**config.mk**
```make
export PLATFORM = sky130hd
export DESIGN_NAME = pwm_breath_ctrl
export DESIGN_NICKNAME = d
export VERILOG_FILES = /design/src/rtl/pwm_breath_ctrl.sv
export SDC_FILE = /design/constraint.sdc
export NUM_CORES = 1
export LEC_CHECK = 0
export CORE_MARGIN = 1.5
export CORE_UTILIZATION = 50
export DETAILED_ROUTE_END_ITERATION = 12
export GPL_TIMING_DRIVEN = 0
export PLACE_DENSITY = 0.72
export SLEW_MARGIN = 25
export SYNTH_ARGS = -nofsm -noshare
export SYNTH_HDL_FRONTEND = slang
export SYNTH_SLANG_ARGS = --single-unit
```
**constraint.sdc**
```tcl
create_clock -name clk_in_i -period 7.1 [get_ports clk_in_i]
set_clock_uncertainty 0.1 [all_clocks]
set_input_delay 2.13 -clock clk_in_i [delete_from_list [all_inputs] [get_ports clk_in_i]]
set_output_delay 2.13 -clock clk_in_i [all_outputs]
set_load 0.02 [all_outputs]
```
**src/rtl/pwm_breath_ctrl.sv**
```systemverilog
// pwm_breath_ctrl: prescaled PWM sequencer with valid/ready config shadowed to period boundaries.
// Define PWM_BREATH_EN to build the breathe (duty ramp up/down) mode; otherwise fixed duty only.
module pwm_breath_ctrl #(
   parameter int unsigned PRESCALE  = 10,
   parameter int unsigned CNT_WIDTH = 8
) (
   input  logic                 clk_in_i,
   input  logic                 rst_i,
   input  logic                 start_i,
   input  logic                 stop_i,
   input  logic                 cfg_valid_i,
   output logic                 cfg_ready_o,
   input  logic [CNT_WIDTH-1:0] cfg_period_i,
   input  logic [CNT_WIDTH-1:0] cfg_duty_i,
   input  logic [CNT_WIDTH-1:0] cfg_step_i,
   input  logic                 cfg_mode_i,
   output logic                 pwm_o,
   output logic                 busy_o,
   output logic                 period_end_o,
   output logic [CNT_WIDTH-1:0] duty_o
);

   localparam int unsigned     PreW   = (PRESCALE > 1) ? $clog2(PRESCALE) : 1;
   localparam logic [PreW-1:0] PreMax = PreW'(PRESCALE - 1);

   typedef enum logic [2:0] {
      StIdle,
      StRunFix,
      StRunUp,
      StRunDown,
      StDrain
   } state_e;

   state_e               state_q, state_d;
   logic [PreW-1:0]      pre_q, pre_d;
   logic [CNT_WIDTH-1:0] cnt_q, cnt_d;
   logic [CNT_WIDTH-1:0] duty_cur_q, duty_cur_d;
   logic [CNT_WIDTH-1:0] per_q, per_d;
   logic [CNT_WIDTH-1:0] ceil_q, ceil_d;
   logic                 mode_q, mode_d;
   logic                 pend_valid_q, pend_valid_d;
   logic [CNT_WIDTH-1:0] pend_per_q, pend_per_d;
   logic [CNT_WIDTH-1:0] pend_duty_q, pend_duty_d;
   logic                 pend_mode_q, pend_mode_d;
   logic                 pwm_q, pwm_d;
   logic                 period_end_q, period_end_d;

   logic                 tick;
   logic                 at_period_end;
   logic                 accept;
   logic                 apply_cfg;
   logic                 start_ok;
   logic                 in_mode;
   state_e               ramp_state;
   logic [CNT_WIDTH-1:0] ramp_duty;

   assign tick          = (state_q != StIdle) && (pre_q == PreMax);
   assign at_period_end = tick && (cnt_q == per_q);
   assign accept        = cfg_valid_i && !pend_valid_q;
   // Pending words land immediately when idle, otherwise only on a period boundary.
   assign apply_cfg     = pend_valid_q && ((state_q == StIdle) || at_period_end);
   assign start_ok      = start_i && !stop_i;

`ifdef PWM_BREATH_EN
   logic [CNT_WIDTH-1:0] step_q, step_d;
   logic [CNT_WIDTH-1:0] pend_step_q, pend_step_d;
   logic [CNT_WIDTH:0]   ramp_sum;

   assign in_mode = cfg_mode_i;

   always_comb begin
      step_d      = apply_cfg ? pend_step_q : step_q;
      pend_step_d = accept ? cfg_step_i : pend_step_q;
      ramp_sum    = {1'b0, duty_cur_q} + {1'b0, step_q};
      ramp_state  = state_q;
      ramp_duty   = duty_cur_q;
      case (state_q)
         StRunUp: begin
            // Sum is one bit wider so an overflowing step still clamps to the ceiling.
            if (ramp_sum >= {1'b0, ceil_q}) begin
               ramp_state = StRunDown;
               ramp_duty  = ceil_q;
            end else begin
               ramp_duty = ramp_sum[CNT_WIDTH-1:0];
            end
         end
         StRunDown: begin
            if (duty_cur_q <= step_q) begin
               ramp_state = StRunUp;
               ramp_duty  = '0;
            end else begin
               ramp_duty = duty_cur_q - step_q;
            end
         end
         default: ;
      endcase
   end

   always_ff @(posedge clk_in_i or posedge rst_i) begin
      if (rst_i) begin
         step_q      <= '0;
         pend_step_q <= '0;
      end else begin
         step_q      <= step_d;
         pend_step_q <= pend_step_d;
      end
   end
`else
   logic unused_breath_cfg;
   assign unused_breath_cfg = ^{cfg_mode_i, cfg_step_i};
   assign in_mode           = 1'b0;
   assign ramp_state        = state_q;
   assign ramp_duty         = duty_cur_q;
`endif

   always_comb begin
      state_d      = state_q;
      pre_d        = pre_q;
      cnt_d        = cnt_q;
      duty_cur_d   = duty_cur_q;
      per_d        = per_q;
      ceil_d       = ceil_q;
      mode_d       = mode_q;
      pend_valid_d = pend_valid_q;
      pend_per_d   = pend_per_q;
      pend_duty_d  = pend_duty_q;
      pend_mode_d  = pend_mode_q;
      period_end_d = at_period_end;

      if (accept) begin
         pend_valid_d = 1'b1;
         pend_per_d   = cfg_period_i;
         pend_duty_d  = cfg_duty_i;
         pend_mode_d  = in_mode;
      end
      if (apply_cfg) begin
         pend_valid_d = 1'b0;
         per_d        = pend_per_q;
         ceil_d       = pend_duty_q;
         mode_d       = pend_mode_q;
      end

      if ((state_q == StIdle) || tick) begin
         pre_d = '0;
      end else begin
         pre_d = pre_q + 1'b1;
      end

      if (tick) begin
         cnt_d = at_period_end ? '0 : cnt_q + 1'b1;
      end

      unique case (state_q)
         StIdle: begin
            if (start_ok) begin
               state_d = mode_d ? StRunUp : StRunFix;
               cnt_d   = '0;
            end
            if (apply_cfg || start_ok) begin
               duty_cur_d = mode_d ? '0 : ceil_d;
            end
         end
         StRunFix, StRunUp, StRunDown: begin
            if (at_period_end) begin
               if (apply_cfg) begin
                  state_d    = mode_d ? StRunUp : StRunFix;
                  duty_cur_d = mode_d ? '0 : ceil_d;
               end else begin
                  state_d    = ramp_state;
                  duty_cur_d = ramp_duty;
               end
            end
            if (stop_i) begin
               state_d = StDrain;
            end
         end
         StDrain: begin
            if (at_period_end) begin
               state_d = StIdle;
               if (apply_cfg) begin
                  duty_cur_d = mode_d ? '0 : ceil_d;
               end
            end
         end
         default: begin
            state_d = StIdle;
         end
      endcase

      // Computed from next-state values so pwm_o always matches the registered cnt/duty pair.
      pwm_d = (state_d != StIdle) && (cnt_d < duty_cur_d);
   end

   always_ff @(posedge clk_in_i or posedge rst_i) begin
      if (rst_i) begin
         state_q      <= StIdle;
         pre_q        <= '0;
         cnt_q        <= '0;
         duty_cur_q   <= '0;
         per_q        <= '0;
         ceil_q       <= '0;
         mode_q       <= 1'b0;
         pend_valid_q <= 1'b0;
         pend_per_q   <= '0;
         pend_duty_q  <= '0;
         pend_mode_q  <= 1'b0;
         pwm_q        <= 1'b0;
         period_end_q <= 1'b0;
      end else begin
         state_q      <= state_d;
         pre_q        <= pre_d;
         cnt_q        <= cnt_d;
         duty_cur_q   <= duty_cur_d;
         per_q        <= per_d;
         ceil_q       <= ceil_d;
         mode_q       <= mode_d;
         pend_valid_q <= pend_valid_d;
         pend_per_q   <= pend_per_d;
         pend_duty_q  <= pend_duty_d;
         pend_mode_q  <= pend_mode_d;
         pwm_q        <= pwm_d;
         period_end_q <= period_end_d;
      end
   end

   assign cfg_ready_o  = !pend_valid_q;
   assign pwm_o        = pwm_q;
   assign busy_o       = (state_q != StIdle);
   assign period_end_o = period_end_q;
   assign duty_o       = duty_cur_q;

endmodule

```
==> results of run 1 <==
## cell families (layout without fill, tap and decap cells)
| family | after synthesis | count (layout) |
|---|---|---|
| flip-flops | 59 | 59 |
| AO/OA/AOI/OAI | 43 | 43 |
| buffers and inverters | 19 | 67 |
| adder cells (fa/ha/maj) | 10 | 10 |
| multiplexers | 34 | 34 |
| XOR/XNOR | 15 | 15 |
| AND/OR/NAND/NOR | 75 | 75 |
## state kept, by name, indices dropped and copies added, names as in the netlist, 3 cells and up
signal,cells
ceil_q,8
cnt_q,8
duty_o,8
pend_duty_q,8
pend_per_q,8
per_q,8
pre_q,4
ramp_state,3
## final cells by class
class	count	area, sq um
buffer	8	47.5
clock buffer	13	159
clock inverter	2	35.0
fill	486	2020
inverter	11	43.8
multi-input combinational	177	1400
sequential	59	1480
tap	72	90.1
timing repair buffer	33	340
## per-stage QoR
step | power (W) | area, sq um
2_1_floorplan | 0.00102 | 2960
3_3_place_gp | 0.00119 | 3370
3_5_place_dp | 0.00122 | 3390
4_1_cts | 0.00152 | 3590
5_1_grt | 0.00161 | 3590
6_report | 0.00151 | 3590
## worst max-delay path: stages
cell,delay (ps)
sky130_fd_sc_hd__clkdlybuf4s50_1,520
sky130_fd_sc_hd__nand2b_1,220
sky130_fd_sc_hd__or2_0,130
sky130_fd_sc_hd__buf_2,180
sky130_fd_sc_hd__o21ai_0,110
sky130_fd_sc_hd__nor2_1,390
sky130_fd_sc_hd__nand2_1,140
sky130_fd_sc_hd__o21a_1,140
sky130_fd_sc_hd__ha_1,180
sky130_fd_sc_hd__a21o_1,170
sky130_fd_sc_hd__a21o_1,170
sky130_fd_sc_hd__a221o_1,350
sky130_fd_sc_hd__a21oi_1,150
sky130_fd_sc_hd__or4b_1,440
sky130_fd_sc_hd__o21ai_1,150
## cell usage after synthesis, types with 6 or more instances
cell type and count:
sky130_fd_sc_hd__xnor2_1 9, sky130_fd_sc_hd__mux2_2 20, sky130_fd_sc_hd__o21ai_0 8, sky130_fd_sc_hd__nor2_1 16, sky130_fd_sc_hd__nor3_1 7, sky130_fd_sc_hd__xor2_1 6
sky130_fd_sc_hd__a21oi_1 7, sky130_fd_sc_hd__nand4_1 6, sky130_fd_sc_hd__inv_1 10, sky130_fd_sc_hd__dfrtp_1 59, sky130_fd_sc_hd__ha_1 10, sky130_fd_sc_hd__mux2_4 9
sky130_fd_sc_hd__nand2_1 21
## cell usage in the layout (no fill, tap or decap), types with 3 or more instances in the layout
| cell | synthesis | layout |
|---|---|---|
| sky130_fd_sc_hd__a21o_1 | 4 | 4 |
| sky130_fd_sc_hd__a21oi_1 | 7 | 7 |
| sky130_fd_sc_hd__a221o_1 | 3 | 3 |
| sky130_fd_sc_hd__clkbuf_1 | 4 | 6 |
| sky130_fd_sc_hd__clkbuf_8 | 0 | 11 |
| sky130_fd_sc_hd__clkdlybuf4s50_1 | 0 | 32 |
| sky130_fd_sc_hd__dfrtp_1 | 59 | 59 |
| sky130_fd_sc_hd__ha_1 | 10 | 10 |
| sky130_fd_sc_hd__inv_1 | 10 | 9 |
| sky130_fd_sc_hd__mux2_2 | 20 | 20 |
| sky130_fd_sc_hd__mux2_4 | 9 | 9 |
| sky130_fd_sc_hd__mux2i_1 | 5 | 5 |
| sky130_fd_sc_hd__nand2_1 | 21 | 21 |
| sky130_fd_sc_hd__nand3_1 | 4 | 4 |
| sky130_fd_sc_hd__nand4_1 | 6 | 6 |
| sky130_fd_sc_hd__nor2_1 | 16 | 16 |
| sky130_fd_sc_hd__nor3_1 | 7 | 7 |
| sky130_fd_sc_hd__nor3b_1 | 3 | 3 |
| sky130_fd_sc_hd__o21a_1 | 5 | 5 |
| sky130_fd_sc_hd__o21ai_0 | 8 | 8 |
| sky130_fd_sc_hd__xnor2_1 | 9 | 9 |
| sky130_fd_sc_hd__xor2_1 | 6 | 6 |
## routing by layer
metal	track usage (%)	share of wire [%]	vias to the layer above
met5	0	0	-
met4	8.97	1.8	0
met3	4.80	4.4	9
met2	32.1	46	42
met1	28.8	48	1028
li1	-	-	1005
## how the worst max path moves through the flow
stage / from / endpoint / slack (ps) / cells past startpoint
floorplan: stop_i / pwm_o / 2340 / 13
global placement: stop_i / pwm_o / 1390 / 15
detailed placement: stop_i / pwm_o / 1370 / 15
CTS: stop_i / pwm_o / 1700 / 15
global route: stop_i / pwm_o / 1390 / 15
finish: stop_i / pwm_o / 1680 / 15
## where the power goes
group	total, W	leakage, nW	internal (W)	switching (W)
sequential	0.000557	0.727	0.000471	0.0000855
combinational	0.000651	0.787	0.000327	0.000324
clock	0.000304	0.0995	0.000179	0.000125
==> metrics.csv, run 1 <==
stage;metric;value;unit
clock_tree;cells_resized_by_post_cts_repair;0;
synth;synth_warnings;0;
synth;yosys.area_share.xor_xnor;4.44;%
worst_setup_path;critical_path_arrival;5570;ps
layout;antenna_cells;0;
clock_tree;cts_hold_buffers;0;
routing;ant_nets;0;
worst_setup_path;r2r_cells;16;
clock_tree;clkSlewWorstSetupHoldPaths;60;ps
placed_design;portBuffers;32;
synth;synth_seq_cells;59;
worst_setup_path;critPathCaptureType;register;
clock_tree;tritoncts.num_buffers;9;
clock_tree;ctsLongestPathBuffers;2;
global_routing;grt.overflow.total;0;
synth;synth_enable_flop_cells;0;
timing;slew_viol_final;0;
worst_setup_path;critical_path.startpoint_type;input pin;
clock_tree;cts.root.buffer_cell;sky130_fd_sc_hd__clkbuf_8;
floorplanning;floorplan.rows;27;
placed_design;dp.final_hpwl;4290;um
floorplanning;die_w;79.9;um
layout;finish.cell_count_without_fillers;375;
routing;drt_wl_total;5940;um
synth;synth.largest_area_cell;sky130_fd_sc_hd__dfrtp_1;
synth;synth_seq_area_share;49.9;%
synth;synthSimpleGateAreaFrac;13.7;%
timing;rsz0062_at_grt;no;
clock_tree;cts_post_setup_buffers_inserted;0;
floorplanning;die-height;79.9;um
synth;synthMuxAreaShare;13.9;%
worst_setup_path;r2r_slack;3130;ps
power_and_ir_drop;ir_drop_worst_case_vdd;213;uV
clock_tree;clock_tree.htree_level_count;3;
synth;ys_async_sr_fraction;100;%
power_and_ir_drop;p_leak;1.61;nW
worst_setup_path;worst-endpoint-required;7250;ps
clock_tree;cts_tree;done;
power_and_ir_drop;cellPowerDensity;421;nW/um^2
synth;yosys.area_share.adder;4.23;%
timing;timing.final.ws_setup;1680;ps
worst_setup_path;worstSetupPathType;in -> reg;
timing;fin_tns_setup;0;ps
timing;final-setup-viol-count;0;
floorplanning;floorplan.io_pins;42;
global_routing;wire_length_of_the_first_global_routing_pass;9950;um
synth;yosys.cell_types.count;51;
timing;maxClockFrequency;0.184;GHz
timing;worst_case_headroom_to_the_max_slew_limit;53.7;%
worst_setup_path;worst_r2r_endpoint;pwm_o;
floorplanning;die_ar;6390;sq um
timing;period_needed;5420;ps
layout;layout.core_utilization;64.0;%
global_routing;number_of_antenna_violations_at_the_first_check_in_global_routing;0;
routing;detailedRoute.firstIterationViolations;133;
synth;main_combinational_cell_family_by_area_after_synthesis;multiplexers;
worst_setup_path;reg2reg_from;pre_q[1];
routing;vias;2084;
timing;post-route-period-util;76.4;%
min_path;hold_class;reg -> reg;
routing;wl_per_cell;15.8;um
global_routing;grt_pass1_vias;2056;
global_routing;grt_use_total;21.1;%
global_routing;grt_start_max_net_pins;34;
synth;postSynth.topFlopCell;sky130_fd_sc_hd__dfrtp_1;
min_path;min_delay_worst_endpoint;pre_q[0];
placed_design;gp_routability_congestion;0.851;
layout;nets;339;
placed_design;preCtsSetupSlack;1370;ps
floorplanning;initial_utilization;52.8;%
timing;holdWs;398;ps
synth;yosys.area.top_type_share;49.9;%
job;max_cap_viol_count;0;
timing;hold_viol;0;
synth;netlist_top_cells_area;sky130_fd_sc_hd__dfrtp_1 50%, sky130_fd_sc_hd__mux2_2 7.6%, sky130_fd_sc_hd__mux2_4 4.6%, sky130_fd_sc_hd__ha_1 4.2%, sky130_fd_sc_hd__nand2_1 2.7%;
synth;total_nets_after_synthesis;295;
outcome;outcome;complete, no violations;
routing;drt_pass1_iterations;4;
placed_design;placedCellCount;360;
timing;worstMarginPinSlew;692;ps
routing;residual_drc_count;0;
clock_tree;clock_sink_count;59;
routing;detail_route.vias_per_cell;5.56;
synth;synth_compound_area_share;10.9;%
layout;share_of_cells_above_drive_strength_1;18.5;%
min_path;whs_path_depth;1;
layout;area.growth.synth_to_final;21.2;%
synth;post_synth.cell_area_avg;11.6;sq um
synth;netlist_area;2960;sq um
floorplanning;placeable_core_area;5610;sq um
min_path;hold_start;pre_q[0];
clock_tree;worstSkewPairLatency;330;ps
synth;post_synth_inst_count;255;
worst_setup_path;critical_path_peak_fanout;7;
(Power assumes the default switching activity.)
==> run 2: changes to the inputs <==
Clock period 7.1 ns to 5.42 ns, I/O delays scaled along.
==> results of run 2 <==
The final DEF is identical to that of run 1. Status: complete, no violations.
Main changes from that run: setup slack after placement 1370 ps -> 190 ps; setup slack after layout 1680 ps -> 503 ps; register-to-register setup slack 3130 ps -> 1450 ps; total power 0.00151 W -> 0.00198 W; worst IR drop on VDD 213 uV -> 280 uV
==> run 3: changes to the inputs <==
Settings changed: TNS_END_PERCENT from default to 1.
==> results of run 3 <==
The final DEF is identical to that of run 1. Status: complete, no violations.
Main changes from that run: setup slack after placement 1370 ps -> 190 ps; setup slack after layout 1680 ps -> 503 ps; register-to-register setup slack 3130 ps -> 1450 ps; total power 0.00151 W -> 0.00198 W; worst IR drop on VDD 213 uV -> 280 uV
==> variant 1: new RTL, config.mk and constraints of run 3 <==
Change the parameter `PRESCALE` from 10 to 20.
--- a/src/rtl/pwm_breath_ctrl.sv
+++ b/src/rtl/pwm_breath_ctrl.sv
@@ -2,5 +2,5 @@
 // Define PWM_BREATH_EN to build the breathe (duty ramp up/down) mode; otherwise fixed duty only.
 module pwm_breath_ctrl #(
-   parameter int unsigned PRESCALE  = 10,
+   parameter int unsigned PRESCALE  = 20,
    parameter int unsigned CNT_WIDTH = 8
 ) (
Function: same outputs for any inputs over 10 cycles, from zero or initial values and one cycle with rst_i high; that may be too few to reach the edited logic, so the function may still have changed.
==> variant 1 against run 3 <==
- design area grew 11%
- non-clock buffer count grew 5
- area after synthesis grew 12%
- largest cell class is now multi-input gates
- sequential cell count grew 1
- via count grew 19%
- register-to-register slack gained 350 ps
- critical endpoint unchanged
- worst setup slack gained 260 ps
- cell count grew 14%
- die area grew 12%
- critical path type unchanged
- power grew 9.7%
- critical path depth shrank 2
- wire length grew 26%
- first-iteration DRC count shrank 6.0%
==> variant 1: results (changes against run 3) <==
----------------------------------------------------
[Setup path]
  Cells on worst reg2reg path ... 12 (-4)
  Top fanout value on the critical path ... 10 (+3)
  Largest stage delay on the critical path ... 470 ps (-50 ps)
  Arrival time of data at the critical path endpoint ... 4820 ps (-250 ps)
  Delay-heaviest family, CP ... compound AO/OA/AOI/OAI gates

[Place]
  Pre-CTS WS ... 491 ps (+301 ps)
  Detailed placer's ending HPWL ... 5.36 mm (+25%)
  Cell Count Post-Placement ... 410 (+14%)
  Weighted congestion reported at the end of routability-driven placement ... 0.891 (+4.8%)
  Area after detailed placement ... 0.00376 sq mm (+11%)

[Power and ir drop]
  Maximum resistive drop on vdd ... 0.000296 V (+6.0%)
  Standby leakage power ... 1.66 nW (+2.8%)

[Final layout]
  Total number of nets in the final design ... 383 (+13%)
  Share of post-route cells with drive strength above 1 ... 0.206 (+0.0215)
  Finished Layout Cells ... 426 (+14%)

[Global routing]
  Total global routing track utilization ... 0.228 (+0.0171)
  Maximum number of pins on one net before global-route repair ... 38 (+12%)
  Global-route track usage on met3 ... 0.0560 (+0.00805)
  Wire length of the first global-routing pass ... 12.6 mm (+27%)
  Met2 capacity usage during global routing ... 0.350 (+0.0288)
  Met1 track demand over resource ... 0.318 (+0.0296)
  Number of global-route vias before repair ... 2547 (+24%)

[Routing]
  Number of DRC violations after detailed-routing iteration 0 ... 125 (-6.0%)
  Mean number of vias per cell ... 5.80 (+4.4%)
  Sum of routed wire length over all layers ... 7.49 mm (+26%)

[Logic synthesis]
  Sequential cell area fraction in the yosys report ... 0.453 (-0.0461)
  Synth unique cells ... 60 (+18%)
  Share of Yosys cell area claimed by the top area cell type ... 0.453 (-0.0461)
  Cell types with the highest counts after synthesis ... sky130_fd_sc_hd__dfrtp_1, sky130_fd_sc_hd__mux2_2, sky130_fd_sc_hd__nor2_1, sky130_fd_sc_hd__nand2_1, sky130_fd_sc_hd__a211oi_1
  Cell count after synthesis ... 300 (+18%)

[STA]
  Slew at the pin closest to its max-slew limit ... 861 ps (+170 ps)

[Status]
  Outcome ... completed

----------------------------------------------------
-- variant 1: cell count changes after synthesis, moves of 6 or more --
cell	before	now
sky130_fd_sc_hd__nor4bb_1	0	7
sky130_fd_sc_hd__mux2_2	20	32
sky130_fd_sc_hd__nor2_1	16	25
sky130_fd_sc_hd__a211oi_1	0	15
sky130_fd_sc_hd__a21oi_1	7	13
sky130_fd_sc_hd__mux2_4	9	0
-- variant 1: final timing paths --
path	from	endpoint	slack [ps]
worst max-delay path	stop_i	pwm_o	760
worst min-delay path	pre_q[0]	pre_q[0]	360
worst max register to register	pre_q[0]	pwm_o	1800
worst min register to register	pre_q[0]	pre_q[0]	360
max in group asynchronous	rst_i	period_end_o	3240
min in group asynchronous	rst_i	pend_per_q[0]	1490
-- variant 1: cells by family (layout without fill, tap and decap cells) --
family | after synthesis | after routing | synth area share
buf+inv | 23 | 72 | 0.0351
fa+ha+maj | 10 | 10 | 0.0373
mux | 36 | 36 | 0.121
xor+xnor | 16 | 16 | 0.0422
flops | 60 | 60 | 0.453
compound gates | 71 | 71 | 0.155
simple gates | 84 | 84 | 0.157
-- variant 1: routing by layer --
layer  up-vias  routed length [um]  share of wire
met5         -                   0              0
met4         0                 124          0.017
met3        11                 295          0.039
met2        58                3470           0.46
met1      1199                3600           0.48
li1       1203                   -              -
-- variant 1: where the power goes --
part	internal (W)	switching [W]
combinational	0.000459	0.000473
clock	0.000297	0.000182
sequential	0.000627	0.000134
-- variant 1: area by class of cell --
| cell class | count | area, sq um |
|---|---|---|
| multi-input combinational | 217 | 1700 |
| inverter | 10 | 42.5 |
| sequential | 60 | 1500 |
| clock buffer | 13 | 169 |
| timing repair buffer | 33 | 340 |
| fill | 540 | 2390 |
| buffer | 13 | 76.3 |
| tap | 77 | 96.3 |
| clock inverter | 3 | 67.6 |
==> variant 2: new RTL, settings of run 3 <==
Made on the original files. The 5 states of `state_e` get a one-hot encoding in 5 bits.
--- a/src/rtl/pwm_breath_ctrl.sv
+++ b/src/rtl/pwm_breath_ctrl.sv
@@ -24,10 +24,10 @@
    localparam logic [PreW-1:0] PreMax = PreW'(PRESCALE - 1);
 
-   typedef enum logic [2:0] {
-      StIdle,
-      StRunFix,
-      StRunUp,
-      StRunDown,
-      StDrain
+   typedef enum logic [4:0] {
+      StIdle    = 5'b00001,
+      StRunFix  = 5'b00010,
+      StRunUp   = 5'b00100,
+      StRunDown = 5'b01000,
+      StDrain   = 5'b10000
    } state_e;
 
Check against the original RTL: no difference found for any inputs over 10 cycles, from zero or initial values and one cycle with rst_i high; not proved beyond that.
==> variant 2 against run 3 <==
- cell count grew 1.9%
- power grew 5.1%
- wire length shrank 5.8%
- count of clock-buffer cells in the layout shrank 2
- design area grew 2.4%
- sequential cell count grew 2
- area after synthesis grew 2.1%
- worst setup slack gained 570 ps
==> variant 2: results (changes against run 3) <==
----------------------------------------------------
[Status]
  Outcome ... completed

[Routing]
  Mean number of vias per cell ... 5.38 (-3.2%)
  Number of DRC violations after detailed-routing iteration 0 ... 64 (-52%)
  Sum of routed wire length over all layers ... 5.60 mm (-5.8%)

[CTS]
  H-Tree Level Count ... 3 (unchanged)
  Clock tree root driver cell ... sky130_fd_sc_hd__clkbuf_8

[Final layout]
  Share of post-route cells with drive strength above 1 ... 0.212 (+0.0269)
  Total number of nets in the final design ... 343 (+1.2%)

[Logic synthesis]
  Synth warn ... 0 (unchanged)
  Sequential cell area fraction in the yosys report ... 0.505 (+0.00665)
  Cell types with the highest counts after synthesis ... sky130_fd_sc_hd__dfrtp_1, sky130_fd_sc_hd__nor2_1, sky130_fd_sc_hd__mux2_2, sky130_fd_sc_hd__nand2_1, sky130_fd_sc_hd__inv_1
  Mapped Nets ... 299 (+1.4%)
  Share of Yosys cell area claimed by the top area cell type ... 0.497 (-0.00204)
  Leading post-synthesis cells by cell area ... sky130_fd_sc_hd__dfrtp_1, sky130_fd_sc_hd__mux2_2, sky130_fd_sc_hd__mux2_4, sky130_fd_sc_hd__ha_1, sky130_fd_sc_hd__xnor2_1

[Power and ir drop]
  Net switching fraction of the power ... 0.344 (-0.00934)
  Clk pwr share ... 0.211 (+0.010)
  Maximum resistive drop on vdd ... 0.000356 V (+27%)
  Fraction of power consumed by sequential logic ... 0.354 (-0.014)

[Global routing]
  Number of global-route vias before repair ... 2095 (+1.9%)
  Wire length of the first global-routing pass ... 9.77 mm (-1.8%)
  Total global routing track utilization ... 0.204 (-0.00674)
  Maximum number of pins on one net before global-route repair ... 35 (+2.9%)

[Place]
  Detailed placer's ending HPWL ... 4.12 mm (-3.8%)
  Weighted congestion reported at the end of routability-driven placement ... 0.797 (-6.3%)
  Area after detailed placement ... 0.00346 sq mm (+2.0%)
  Pre-CTS WS ... 958 ps (+768 ps)

[STA]
  Hold Slack ... 400 ps (+2.88 ps)
  Slew at the pin closest to its max-slew limit ... 541 ps (-151 ps)

[Hold path]
  Capture endpoint of the worst hold path ... ceil_q[0]
  Start point of the worst min-delay path ... ceil_q[0]
  Count of cells along the worst hold path ... 2 (+1)

[Setup path]
  Top fanout value on the critical path ... 10 (+3)
  R2r setup slk ... 1810 ps (+360 ps)
  Largest stage delay on the critical path ... 570 ps (+50 ps)
  Delay-heaviest family, CP ... simple AND/OR/NAND/NOR gates
  Arrival time of data at the critical path endpoint ... 2620 ps (-2450 ps)

----------------------------------------------------
-- variant 2: per-layer routing --
metal,up-vias,global-route usage,part of all wire
li1,991,-,-
met1,1006,0.267,0.47
met2,43,0.318,0.47
met3,14,0.0393,0.030
met4,0,0.119,0.029
met5,-,0,0
-- variant 2: area by class of cell --
class | count | area, sq um | area share
Timing Repair Buffer | 33 | 340 | 0.0926
Buffer | 6 | 53.8 | 0.0146
Clock buffer | 11 | 141 | 0.0385
Multi-Input combinational cell | 176 | 1380 | 0.375
Sequential cell | 61 | 1530 | 0.416
Tap cell | 75 | 93.8 | 0.0255
Clock inverter | 4 | 72.6 | 0.0198
Inverter | 16 | 65.1 | 0.0177
-- variant 2: worst reg2reg max path: cells and delay by family, from the launching register on --
family                     cells  cell delay, ps
AOI/OAI and AO/OA              6             970
buffers and inverters          3             370
and+or+nand+nor                5            1040
adders and majority gates      1             230
DFF                            1             510
muxes                          1             310
-- variant 2: cells by family after synthesis --
family	synth area share
buffers and inverters	0.0385
muxes	0.132
xor gates and xnor gates	0.0464
and+or+nand+nor	0.126
DFF	0.505
adders and majority gates	0.0414
AOI/OAI and AO/OA	0.111
-- variant 2: worst max-delay path by stage --
stage | start | endpoint | slack [ps] | cells past startpoint
6_report | ramp_state[0] | busy_o | 1070 | 5
5_1_grt | ramp_state[0] | busy_o | 930 | 5
4_1_cts | ramp_state[0] | busy_o | 1040 | 5
3_5_place_dp | stop_i | pwm_o | 960 | 13
3_3_place_gp | stop_i | pwm_o | 1010 | 13
2_1_floorplan | stop_i | pwm_o | 1850 | 12
-- variant 2: stage by stage --
stage          power [W]  std cells
6_report         0.00208        382
2_1_floorplan    0.00141        259
3_5_place_dp     0.00166        367
5_1_grt          0.00222        382
4_1_cts          0.00211        382
3_3_place_gp     0.00163        366
